--- src/rtl/fetch_pkg.sv ---
// Shared types and defaults for the instruction fetch controller.
package fetch_pkg;

  localparam int unsigned XLEN = 32;

  localparam logic [XLEN-1:0] RESET_VECTOR_DEF = 32'h0000_0000;
  localparam logic [XLEN-1:0] NOP_INSTR_DEF    = 32'h0000_0013;

  typedef enum logic [1:0] {
    ST_BOOT,
    ST_REQ,
    ST_WAIT,
    ST_VALID
  } fetch_state_e;

  typedef enum logic [1:0] {
    RDR_NONE,
    RDR_BRANCH,
    RDR_TRAP
  } redir_src_e;

  typedef struct packed {
    redir_src_e      src;
    logic [XLEN-1:0] target;
  } redir_t;

  // Fetch addresses are always word aligned.
  function automatic logic [XLEN-1:0] word_align(input logic [XLEN-1:0] a);
    return a & ~XLEN'(3);
  endfunction

endpackage

--- src/rtl/fetch_ctrl_if.sv ---
// Instruction memory request/grant and response channel.
interface fetch_ctrl_if;

  logic                       imem_req;
  logic [fetch_pkg::XLEN-1:0] imem_addr;
  logic                       imem_gnt;
  logic                       imem_rvalid;
  logic [fetch_pkg::XLEN-1:0] imem_rdata;

  modport master (
    output imem_req,
    output imem_addr,
    input  imem_gnt,
    input  imem_rvalid,
    input  imem_rdata
  );

  modport slave (
    input  imem_req,
    input  imem_addr,
    output imem_gnt,
    output imem_rvalid,
    output imem_rdata
  );

endinterface

--- src/rtl/fetch_redirect_latch.sv ---
// Selects the active redirect (trap over branch) and holds one raised while
// a memory response is still outstanding.
module fetch_redirect_latch
  import fetch_pkg::*;
(
  input  logic            clk,
  input  logic            rst_n,
  input  logic            trap_i,
  input  logic [XLEN-1:0] trap_vec_i,
  input  logic            branch_i,
  input  logic [XLEN-1:0] branch_tgt_i,
  input  logic            latch_i,
  input  logic            clear_i,
  output logic            sample_c,
  output logic [XLEN-1:0] sample_tgt_c,
  output redir_t          merged_c
);

  redir_t pend_q, pend_d;

  assign sample_c     = trap_i | branch_i;
  assign sample_tgt_c = trap_i ? trap_vec_i : branch_tgt_i;

  // A new trap always wins; a new branch never displaces a pending trap.
  always_comb begin
    merged_c = pend_q;
    if (trap_i) begin
      merged_c = '{src: RDR_TRAP, target: trap_vec_i};
    end else if (branch_i && (pend_q.src != RDR_TRAP)) begin
      merged_c = '{src: RDR_BRANCH, target: branch_tgt_i};
    end
  end

  always_comb begin
    pend_d = pend_q;
    if (clear_i) begin
      pend_d = '{src: RDR_NONE, target: '0};
    end else if (latch_i) begin
      pend_d = merged_c;
    end
  end

  always_ff @(posedge clk or negedge rst_n) begin
    if (!rst_n) begin
      pend_q <= '{src: RDR_NONE, target: '0};
    end else begin
      pend_q <= pend_d;
    end
  end

endmodule

--- src/rtl/fetch_ctrl.sv ---
// Fetch stage controller: sequences one instruction memory access at a time,
// buffers the response for decode and steers the PC on advance or redirect.
module fetch_ctrl
  import fetch_pkg::*;
#(
  parameter logic [XLEN-1:0] RESET_VECTOR = RESET_VECTOR_DEF,
  parameter logic [XLEN-1:0] NOP_INSTR    = NOP_INSTR_DEF
) (
  input  logic            clk,
  input  logic            rst,
  input  logic [XLEN-1:0] PC,
  output logic [XLEN-1:0] PC_Next,
  output logic            StallF,
  input  logic            StallD,
  input  logic            PCSrcE,
  input  logic [XLEN-1:0] PCTargetE,
  input  logic            TrapReq,
  input  logic [XLEN-1:0] TrapVector,
  fetch_ctrl_if.master    imem,
  output logic [XLEN-1:0] InstrF,
  output logic            InstrValidF,
  output logic            FlushD
);

  fetch_state_e    state_q, state_d;
  logic [XLEN-1:0] buf_q, buf_d;

  logic            redir_c;
  logic [XLEN-1:0] redir_tgt_c;
  redir_t          merged_c;
  logic            latch_c, clear_c;
  logic            req_c, stall_c, valid_c, flush_c;
  logic [XLEN-1:0] pc_next_c;

  fetch_redirect_latch u_redirect (
    .clk          (clk),
    .rst_n        (rst),
    .trap_i       (TrapReq),
    .trap_vec_i   (TrapVector),
    .branch_i     (PCSrcE),
    .branch_tgt_i (PCTargetE),
    .latch_i      (latch_c),
    .clear_i      (clear_c),
    .sample_c     (redir_c),
    .sample_tgt_c (redir_tgt_c),
    .merged_c     (merged_c)
  );

  always_ff @(posedge clk or negedge rst) begin
    if (!rst) begin
      state_q <= ST_BOOT;
      buf_q   <= NOP_INSTR;
    end else begin
      state_q <= state_d;
      buf_q   <= buf_d;
    end
  end

  always_comb begin
    state_d   = state_q;
    buf_d     = buf_q;
    req_c     = 1'b0;
    stall_c   = 1'b1;
    valid_c   = 1'b0;
    flush_c   = redir_c;
    pc_next_c = PC;
    latch_c   = 1'b0;
    clear_c   = 1'b0;

    case (state_q)
      ST_BOOT: begin
        state_d = ST_REQ;
        if (redir_c) begin
          stall_c   = 1'b0;
          pc_next_c = redir_tgt_c;
        end
      end

      ST_REQ: begin
        req_c = 1'b1;
        if (redir_c) begin
          stall_c   = 1'b0;
          pc_next_c = redir_tgt_c;
        end else if (imem.imem_gnt) begin
          state_d = ST_WAIT;
        end
      end

      // A response that races or follows a redirect belongs to the dead path.
      ST_WAIT: begin
        if (imem.imem_rvalid) begin
          if (merged_c.src != RDR_NONE) begin
            stall_c   = 1'b0;
            pc_next_c = merged_c.target;
            clear_c   = 1'b1;
            state_d   = ST_REQ;
          end else begin
            buf_d   = imem.imem_rdata;
            state_d = ST_VALID;
          end
        end else if (redir_c) begin
          latch_c = 1'b1;
        end
      end

      ST_VALID: begin
        valid_c = 1'b1;
        if (redir_c) begin
          stall_c   = 1'b0;
          pc_next_c = redir_tgt_c;
          buf_d     = NOP_INSTR;
          state_d   = ST_REQ;
        end else if (!StallD) begin
          stall_c   = 1'b0;
          pc_next_c = PC + XLEN'(4);
          buf_d     = NOP_INSTR;
          state_d   = ST_REQ;
        end
      end

      default: state_d = ST_BOOT;
    endcase

    // Outputs show their quiescent values for as long as reset is held.
    if (!rst) begin
      req_c     = 1'b0;
      stall_c   = 1'b1;
      valid_c   = 1'b0;
      flush_c   = 1'b0;
      pc_next_c = RESET_VECTOR;
      latch_c   = 1'b0;
      clear_c   = 1'b0;
    end
  end

  assign imem.imem_req  = req_c;
  assign imem.imem_addr = PC;
  assign PC_Next        = word_align(pc_next_c);
  assign StallF         = stall_c;
  assign InstrValidF    = valid_c;
  assign InstrF         = valid_c ? buf_q : NOP_INSTR;
  assign FlushD         = flush_c;

endmodule

--- src/flat_wrapper.sv ---
// flat-port wrapper written by rule: the top's interface ports become plain ports
module fetch_ctrl_flat import fetch_pkg::*;
#(
  parameter logic [XLEN-1:0] RESET_VECTOR = RESET_VECTOR_DEF,
  parameter logic [XLEN-1:0] NOP_INSTR    = NOP_INSTR_DEF
)
  (clk, rst, PC, PC_Next, StallF, StallD, PCSrcE, PCTargetE, TrapReq, TrapVector, InstrF, InstrValidF, FlushD, imem_imem_req, imem_imem_addr, imem_imem_gnt, imem_imem_rvalid, imem_imem_rdata);
  fetch_ctrl_if imem_i ();
  input  logic clk;
  input  logic rst;
  input  logic [XLEN-1:0] PC;
  output logic [XLEN-1:0] PC_Next;
  output logic StallF;
  input  logic StallD;
  input  logic PCSrcE;
  input  logic [XLEN-1:0] PCTargetE;
  input  logic TrapReq;
  input  logic [XLEN-1:0] TrapVector;
  output logic [XLEN-1:0] InstrF;
  output logic InstrValidF;
  output logic FlushD;
  output wire logic [$bits(imem_i.imem_req)-1:0] imem_imem_req;
  output wire logic [$bits(imem_i.imem_addr)-1:0] imem_imem_addr;
  input wire logic [$bits(imem_i.imem_gnt)-1:0] imem_imem_gnt;
  input wire logic [$bits(imem_i.imem_rvalid)-1:0] imem_imem_rvalid;
  input wire logic [$bits(imem_i.imem_rdata)-1:0] imem_imem_rdata;
  assign imem_imem_req = imem_i.imem_req;
  assign imem_imem_addr = imem_i.imem_addr;
  assign imem_i.imem_gnt = imem_imem_gnt;
  assign imem_i.imem_rvalid = imem_imem_rvalid;
  assign imem_i.imem_rdata = imem_imem_rdata;
  fetch_ctrl #(.RESET_VECTOR(RESET_VECTOR), .NOP_INSTR(NOP_INSTR)) u_core (.clk(clk), .rst(rst), .PC(PC), .PC_Next(PC_Next), .StallF(StallF), .StallD(StallD), .PCSrcE(PCSrcE), .PCTargetE(PCTargetE), .TrapReq(TrapReq), .TrapVector(TrapVector), .imem(imem_i), .InstrF(InstrF), .InstrValidF(InstrValidF), .FlushD(FlushD));
endmodule
--- config.mk ---
export PLATFORM = sky130hd
export DESIGN_NAME = fetch_ctrl_flat
export DESIGN_NICKNAME = d
export VERILOG_FILES = /design/src/rtl/fetch_pkg.sv /design/src/rtl/fetch_ctrl_if.sv /design/src/rtl/fetch_redirect_latch.sv /design/src/rtl/fetch_ctrl.sv /design/src/flat_wrapper.sv
export SDC_FILE = /design/constraint.sdc
export NUM_CORES = 1
export LEC_CHECK = 0
export ABC_AREA = 0
export CAP_MARGIN = 20
export CORE_UTILIZATION = 45
export CTS_CLUSTER_DIAMETER = 120
export DETAILED_ROUTE_END_ITERATION = 6
export GPL_TIMING_DRIVEN = 0
export HOLD_SLACK_MARGIN = 0.02
export PLACE_DENSITY_LB_ADDON = 0.2
export SYNTH_ARGS = -nofsm -noshare
export SYNTH_HDL_FRONTEND = slang
export SYNTH_HIERARCHICAL = 1
export SYNTH_SLANG_ARGS = --single-unit
--- constraint.sdc ---
create_clock -name clk -period 6.45 [get_ports clk]
set_input_delay 1.935 -clock clk [delete_from_list [all_inputs] [get_ports clk]]
set_output_delay 1.935 -clock clk [all_outputs]
set_load 0.02 [all_outputs]
==> results of run 1 <==
==> sequential cells by signal, indices dropped and copies added, names as in the netlist <==
signal                    cells
u_core/buf_q                 32
u_core/u_redirect/pend_q     32
u_core/state_q                2
==> power by group through the flow <==
stage	combinational, mW	clock, mW	sequential (mW)
CTS	1.51	0.512	0.712
floorplan	0.968	0	0.690
finish	1.56	0.505	0.717
detailed placement	1.53	0	0.719
global route	1.68	0.532	0.739
global placement	1.50	0	0.711
==> through the flow <==
| stage | power [mW] | instances | instance area, µm² |
|---|---|---|---|
| 2_1_floorplan | 1.66 | 955 | 6980 |
| 3_3_place_gp | 2.21 | 1365 | 9430 |
| 3_5_place_dp | 2.25 | 1366 | 9460 |
| 4_1_cts | 2.74 | 1382 | 9840 |
| 5_1_grt | 2.95 | 1384 | 9840 |
| 6_report | 2.78 | 1384 | 9840 |
==> repair_timing <==
| item | in CTS | in global routing |
|---|---|---|
| pin swaps | 1 | 3 |
| setup endpoints to repair | 32 | 27 |
| endpoints found under the hold margin | 0 | 0 |
| cloned | 0 | 0 |
| resized for setup | 99 | 56 |
| buffers inserted | 3 | 2 |
==> cells in the final DEF, fill, tap and decap left out, types with 5 or more instances in the layout <==
cell and n:
clkdlybuf4s50_1 180, nand2_1 136, inv_1 72, dfrtp_1 63, o21ai_0 54, buf_4 47
a21oi_1 44, clkbuf_1 43, nand3_1 43, nand2b_1 38, a221o_1 35, o21ai_1 33
and3_1 32, nand4b_1 31, o311ai_1 29, nor2_1 28, buf_2 24, a221oi_1 22
dlygate4sd2_1 18, clkbuf_2 15, nor3_1 12, clkbuf_16 9, xnor2_1 9, mux2i_1 9
buf_6 8, clkbuf_4 8, nand4_1 7, xor2_1 7, nor4_1 6, a22oi_1 6
o22ai_1 6, o211ai_1 6, and2_1 5, o31a_1 5, buf_1 5, ha_1 5
==> final cells by class <==
class / instances / area, µm² / share of cell area [%]
buffer: 128 / 772 / 7.84
multi-input combinational: 686 / 4420 / 44.9
timing repair buffer: 228 / 2180 / 22.2
tap: 188 / 235 / 2.39
sequential: 66 / 1660 / 16.8
clock buffer: 10 / 239 / 2.43
inverter: 73 / 274 / 2.78
clock inverter: 5 / 62.6 / 0.636
==> layer usage <==
metal / vias to the layer above / global-route usage, % / share of wire [%]
li1: 3916 / - / -
met1: 4006 / 47.5 / 40
met4: 0 / 12.6 / 3.0
met3: 79 / 9.78 / 13
met2: 638 / 52.1 / 44
met5: - / 0 / 0
==> tightest hold or removal path, stage by stage (launching register included) <==
cell	delay, ps
dfrtp_1	340
nand2_1	40
o21ai_0	60
==> path summary, 6_finish.rpt <==
| kind | startpoint | endpoint | slack [ps] | cells after the start |
|---|---|---|---|---|
| worst max register to register | u_core/state_q[0] | u_core/u_redirect/pend_q[12] | 3620 | 9 |
| worst min register to register | u_core/buf_q[5] | u_core/buf_q[5] | 470 | 2 |
| worst max-delay path | PCSrcE | StallF | 30 | 9 |
| max in group asynchronous | rst | u_core/buf_q[4] | 4350 | 2 |
| min in group asynchronous | rst | u_core/u_redirect/pend_q[21] | 1460 | 1 |
| worst min-delay path | u_core/buf_q[5] | u_core/buf_q[5] | 470 | 2 |
==> metrics.cfg, run 1 <==
[clock_network]
htreeDepth = 3
clk_pin_slew_ps = 60
cts-hold-fix-buffers = 0
numCtsBuffers = 9
cts_tree = done
cts_sinks = 66
cts_root_buffer = clkbuf_16
cts_max_path_buffers = 2
clk_latency_ps = 340

[worst_setup_path]
crit_chain = clkdlybuf4s50_1, buf_4, clkbuf_4, or2_4, clkbuf_4, buf_4, a21oi_1, or3_1, clkdlybuf4s50_1
crit_fanout = 10
worstPathRequired_ps = 4510
path_buf_inv = 6
critPathKind = in2out
critPathSlowestCell = clkdlybuf4s50_1
start_kind = input pin
crit_family = buffers and inverters
arrival_ps = 4480
max_stage_delay_ps = 560
crit_path_end_kind = output port

[power_and_ir_drop]
p_switching_mw = 1.25
power.share.clock_pct = 18.2
p_seq_share_pct = 25.8
power_leakage_nw = 4.39
p_int_mw = 1.53
p_comb_share_pct = 56.0
switching_share_pct = 44.8
peakVddDrop_uv = 190
power.density_nw_per_um2 = 282

[timing]
setup_ws_ps = 31.7
setup_viol = 0
final.period_utilization_pct = 99.5
period_needed_ps = 6420
worst_pin_slew_ps = 892
rsz0062_at_grt = yes
drv_slew = 0
fin_tns_setup_ps = 0
hold_viol = 0
slew_headroom_pct = 40.0
finClkSkew_ps = 6.10
hold_ws_ps = 472
fmax_ghz = 0.156

[floorplanning]
io_pins = 235
start_util_pct = 46.0
rows = 45
die-area_um2 = 16000
die_h_um = 126
fp.dieW_um = 126
core_um2 = 15100

[global_routing]
grt_overflow = 0
grt_pass1_vias = 7816
grt_first_pass_wirelength_mm = 42.8
antenna_found_initial = 0
track_usage_pct = 34.7
grt_max_degree = 63

[worst_hold_path]
hp-class = reg2reg

[place]
place.gp.congestion = 0.984
dp_slack_ps = -1440
numPortBuffers = 222
hpwl_mm = 20.9

[layout]
fin_nets = 1332
area_growth_pct = 41.2
insertedDiodeCount = 0
nFillCells = 1329
drive_gt1_share_pct = 13.1
final_util_pct = 65.0

[drt]
drtAntennaViolNets = 0
dr.first_iter.drc_count = 1518
post_drt_wl_per_cell_um = 20.2
avgViaCountPerCell = 6.24
routed-via-count = 8639
wirelength_mm = 27.9
drtPass1Iterations = 7
drcViolationCount = 7

[status]
status = finished, violations left
violations = DRC

[logic_synthesis]
synth_area_um2 = 6970
synth_warnings = 6
syn_area_per_cell_um2 = 7.31
syn_inst = 954

[flow_run]
drv_cap = 0

Power figures use the tool's default switching activity.
==> inputs of run 2 (changes only) <==
--- a/config.mk
+++ b/config.mk
@@ -7,6 +7,7 @@
 export LEC_CHECK = 0
 export ABC_AREA = 0
 export CAP_MARGIN = 20
+export CORE_MARGIN = 4
 export CORE_UTILIZATION = 45
 export CTS_CLUSTER_DIAMETER = 120
 export DETAILED_ROUTE_END_ITERATION = 6
@@ -15,5 +16,4 @@
 export PLACE_DENSITY_LB_ADDON = 0.2
 export SYNTH_ARGS = -nofsm -noshare
 export SYNTH_HDL_FRONTEND = slang
-export SYNTH_HIERARCHICAL = 1
 export SYNTH_SLANG_ARGS = --single-unit
==> constraint.sdc (replaced) <==
create_clock -name clk -period 6.1 [get_ports clk]
set_input_delay 1.83 -clock clk [delete_from_list [all_inputs] [get_ports clk]]
set_output_delay 1.83 -clock clk [all_outputs]
set_load 0.02 [all_outputs]
==> metrics.cfg, run 2 <==
[status]
status = completed

[global_routing]
grt_overflow = 0
grt_first_pass_wirelength_mm = 42.8
grt_pass1_vias = 7569
grt.busiest_layer = met2
antenna_found_initial = 0
met3_usage_pct = 11.3
grtUsageMet2_pct = 53.9
grt_max_degree = 68
grtUsageMet1_pct = 42.8
track_usage_pct = 34.2

[logic_synthesis]
synth_top_area_share_pct = 25.2
synth_flop_cell = dfrtp_1
synth_top_area_cell = dfrtp_1
synth_area_um2 = 6250
synthTopCellsByArea = dfrtp_1 (25%), nand2_1 (11%), nor2_1 (4.4%), buf_4 (4.1%), o21ai_0 (4.0%)
synth-seq-area-share_pct = 26.5
synth_cell_type_count = 69
synth_warnings = 0
synth-async-reset-ratio_pct = 100
syn_area_per_cell_um2 = 7.10
synth-edff-count = 0
synth-seq-cells = 66
synth_common_cells = nand2_1 (185), nor2_1 (73), dfrtp_1 (63), clkbuf_1 (54), o21ai_0 (50)
syn_inst = 881
synth_most_common_cell = nand2_1

[layout]
area_growth_pct = 49.3
drive_gt1_share_pct = 14.4
insertedDiodeCount = 0
layout_commonest_cell = nand2_1
reg_top3 = u_core.buf_q (32), u_core.u_redirect.pend_q (32), u_core.state_q (2)
final_util_pct = 69.7
nFillCells = 1225
fin_nets = 1271
final_cell_area_um2 = 9340
fin_cells = 1312
mostFrequentLayoutCells = nand2_1 (184), clkdlybuf4s50_1 (173), nor2_1 (70)

[floorplanning]
core_um2 = 13400
die-area_um2 = 15800
start_util_pct = 46.7
rows = 42
io_pins = 235
die_h_um = 126
fp.dieW_um = 126

[worst_hold_path]
hp-class = reg2reg
whs_path_depth = 2

[clock_network]
htreeDepth = 3
cts_tree = done
clk_pin_slew_ps = 50
cts-hold-fix-buffers = 0
cts_max_path_buffers = 2
clk_latency_ps = 330
numCtsBuffers = 9
cts_sinks = 66
cts_root_buffer = clkbuf_16

[place]
placed_area_um2 = 8730
place.gp.congestion = 1.06
hpwl_mm = 21.8
placed_cells = 1283
numPortBuffers = 225

[drt]
wirelength_mm = 28.7
drcViolationCount = 0
dr.first_iter.drc_count = 1405
post_drt_wl_per_cell_um = 21.9
drtPass1Iterations = 7
avgViaCountPerCell = 6.12
drtAntennaViolNets = 0
routed-via-count = 8030

[worst_setup_path]
arrival_ps = 4210
path_buf_inv = 3
ff2ff_path_depth = 9
crit_family = buffers and inverters
crit_chain = clkdlybuf4s50_1, and4_4, buf_6, nand3_2, or4_4, a31oi_4, a2bb2oi_1, clkdlybuf4s15_2
max_stage_delay_ps = 650
worstPathRequired_ps = 4270
crit_path_end_kind = output port
start_kind = input pin
critPathKind = in2out
cp.depth = 8
crit_fanout = 10
critPathSlowestCell = clkdlybuf4s50_1

[power_and_ir_drop]
peakVddDrop_uv = 259
p_int_mw = 1.52
power.density_nw_per_um2 = 288
power_leakage_nw = 4.13
power.share.clock_pct = 18.6
p_switching_mw = 1.17
p_comb_share_pct = 56.4
p_seq_share_pct = 25.0
total_power_mw = 2.69
switching_share_pct = 43.4

[timing]
finClkSkew_ps = 6.72
worst_pin_slew_ps = 738
hold_viol = 0
hold_ws_ps = 448
rsz0062_at_grt = no
period_needed_ps = 6040
fmax_ghz = 0.165
setup_viol = 0
drv_slew = 0
final.period_utilization_pct = 99.1
slew_headroom_pct = 50.8

[flow_run]
drv_cap = 0

-- run 2: power by group through the flow --
stage	Sequential [mW]	Combinational, mW	Clock [mW]
finish	0.671	1.52	0.501
global route	0.684	1.62	0.522
CTS	0.667	1.48	0.502
detailed placement	0.671	1.50	0
global placement	0.662	1.49	0
floorplan	0.646	0.905	0
-- run 2: cells by family (layout without fill, tap and decap cells) --
group	count (synthesis)	after routing	share of synthesized area [%]
XOR/XNOR	21	21	2.94
AO/OA/AOI/OAI	242	242	25.5
buffers and inverters	120	374	10.1
flip-flops	66	66	26.5
adder cells (fa/ha/maj)	4	4	0.800
multiplexers	12	12	2.00
other	1	2	0.0600
AND/OR/NAND/NOR	415	415	32.1
-- run 2: what timing repair did --
item / in CTS / in global routing
setup endpoints to repair: 54 / 38
buffers inserted: 15 / 1
cloned: 0 / 0
pin swaps: 5 / 1
resized for setup: 127 / 35
-- run 2: cell type report --
cell class	count	area (µm²)	share of cell area (%)
Tap cell	176	220	2.36
Inverter	10	37.5	0.402
Sequential cell	66	1660	17.7
Clock inverter	3	40.0	0.429
Buffer	108	662	7.09
Clock buffer	12	246	2.64
Timing Repair Buffer	241	2330	24.9
Multi-Input combinational cell	696	4150	44.4
-- run 2: layer usage --
| layer | part of all wire [%] | vias to the layer above | routed length (µm) |
|---|---|---|---|
| li1 | - | 3613 | - |
| met1 | 36 | 3654 | 10500 |
| met2 | 44 | 644 | 12600 |
| met3 | 15 | 119 | 4290 |
| met4 | 4.7 | 0 | 1360 |
| met5 | 0 | - | 0 |
-- run 2: worst min-delay path: stages, from the launching register on --
cell	delay, ps
dfstp_2	360
nand2_1	40
nand2_1	40
-- run 2: per-stage QoR --
stage	worst slack [ps]	TNS, ps
after floorplan	662	0
after global placement	-2750	-143150
after detailed placement	-864	-27300
after CTS	6.43	0
after global routing	5.34	0
final	56.2	0
-- run 2: worst paths after layout --
check | startpoint | slack [ps] | to
min in group asynchronous | rst | 1380 | u_core.buf_q[21]
max in group asynchronous | rst | 4390 | u_core.buf_q[4]
max reg2reg | u_core.state_q[0] | 3670 | u_core.u_redirect.pend_q[16]
max | PC[15] | 60 | PC_Next[30]
min | u_core.buf_q[1] | 450 | u_core.buf_q[1]
min reg2reg | u_core.buf_q[1] | 450 | u_core.buf_q[1]
==> inputs of run 3 (changes only) <==
--- a/config.mk
+++ b/config.mk
@@ -11,6 +11,8 @@
 export CORE_UTILIZATION = 45
 export CTS_CLUSTER_DIAMETER = 120
 export DETAILED_ROUTE_END_ITERATION = 6
+export DONT_BUFFER_PORTS = 1
+export GPL_ROUTABILITY_DRIVEN = 0
 export GPL_TIMING_DRIVEN = 0
 export HOLD_SLACK_MARGIN = 0.02
 export PLACE_DENSITY_LB_ADDON = 0.2
==> metrics.cfg, run 3 (synthesized netlist as in run 2, its figures left out) <==
[worst_setup_path]
critPathKind = in2out
cp-startpoint = TrapReq
worstPathRequired_ps = 4270
reg2reg_from = u_core.state_q[0]
arrival_ps = 4140
crit_fanout = 10
start_kind = input pin
crit_path_end_kind = output port

[timing]
hold_viol = 0
fin_tns_setup_ps = 0
final.period_utilization_pct = 97.9
fmax_ghz = 0.167
setup_viol = 0
setup_ws_ps = 128
finClkSkew_ps = 9.86
drv_slew = 0
worst_pin_slew_ps = 963
slew_headroom_pct = 35.8
period_needed_ps = 5970

[layout]
drive_gt1_share_pct = 10.1
mostFrequentLayoutCells = nand2_1 (185), nor2_1 (73), dfrtp_1 (63)
final_util_pct = 50.6
reg_top3 = u_core.buf_q (32), u_core.u_redirect.pend_q (32), u_core.state_q (2)
area_growth_pct = 8.38
fin_nets = 1031
final_cell_area_um2 = 6780
layout_commonest_cell = nand2_1

[drt]
routed-via-count = 7024
wirelength_mm = 26.4
drtPass1Iterations = 6
drcViolationCount = 0
avgViaCountPerCell = 6.54
post_drt_wl_per_cell_um = 24.6
dr.first_iter.drc_count = 1077
drtAntennaViolNets = 0

[power_and_ir_drop]
peakVddDrop_uv = 242
power.density_nw_per_um2 = 345
power_leakage_nw = 2.88
total_power_mw = 2.34

[clock_network]
clk_latency_ps = 330
clk_pin_slew_ps = 60
cts_max_path_buffers = 2
post_cts_buffers = 0
htreeDepth = 3
numCtsBuffers = 9
cts_tree = done
cts_root_buffer = clkbuf_16
cts_sinks = 66

[floorplanning]
die-area_um2 = 15800
start_util_pct = 46.7
die_h_um = 126
core_um2 = 13400
rows = 42
fp.dieW_um = 126
io_pins = 235

[worst_hold_path]
hp-start = u_core.buf_q[1]
hp-class = reg2reg

[status]
status = completed

[global_routing]
antenna_found_initial = 1
grt_max_degree = 68
grt_pass1_vias = 6563
track_usage_pct = 31.7
grt_first_pass_wirelength_mm = 39.2
grt_overflow = 0

[flow_run]
drv_cap = 0

[place]
placed_area_um2 = 6480
dp_slack_ps = -150
hpwl_mm = 20.0
numPortBuffers = 0

[run 3: cell types whose count changed in the layout (fill, tap and decap cells not counted), sizes merged]
cell / before / now
dlymetal6s2s: 7 / 0
diode: 0 / 1
bufinv: 1 / 0
inv: 10 / 11
clkdlybuf4s50: 173 / 0
clkinvlp: 0 / 3
buf: 69 / 49
clkbuf: 76 / 70
dlygate4sd2: 31 / 0
clkdlybuf4s15: 5 / 0
[run 3: metal layers]
layer | vias to the layer above | share of wire (%) | track usage, %
met5 | - | 0 | 0
met4 | 0 | 6.8 | 20.8
met3 | 123 | 15 | 9.14
met2 | 668 | 42 | 46.6
met1 | 3105 | 36 | 40.5
li1 | 3128 | - | -
[run 3: final cells by class]
class,instances,area (µm²)
antenna,1,2.50
buffer,109,599
clock buffer,10,229
clock inverter,6,41.3
fill,1425,6620
inverter,10,37.5
multi-input combinational,696,3990
sequential,66,1660
tap,176,220
[run 3: final timing paths]
| kind | cells past startpoint | slack (ps) | end |
|---|---|---|---|
| worst max register to register | 8 | 3570 | u_core.u_redirect.pend_q[17] |
| worst max-delay path | 8 | 130 | PC_Next[8] |
| min in group asynchronous | 0 | 1190 | u_core.buf_q[27] |
| worst min-delay path | 2 | 450 | u_core.buf_q[1] |
| worst min register to register | 2 | 450 | u_core.buf_q[1] |
| max in group asynchronous | 0 | 4730 | u_core.buf_q[4] |
[run 3: repair_timing]
action,CTS,global route
pin swaps,0,0
gates resized for setup,7,5
endpoints found under the setup margin,8,13
hold buffers,0,0
cloned,0,0
[run 3: metrics by stage]
step           std cells  hold WS, ps
2_1_floorplan        882          431
3_3_place_gp        1058          438
3_5_place_dp        1058          444
4_1_cts             1074          453
5_1_grt             1074          477
6_report            1074          454
[run 3: power by group]
group          total (mW)  switching [mW]  leakage, nW  internal (mW)
sequential          0.661          0.0711        0.854          0.590
combinational        1.20           0.808         1.90          0.394
clock               0.475           0.201        0.125          0.275
[run 3: worst max-delay path, stage by stage]
cell      delay (ps)
clkbuf_2         230
inv_1            200
buf_2            340
buf_1            510
nor2_1           150
a31oi_1          230
nand2_1           90
a41oi_1          560
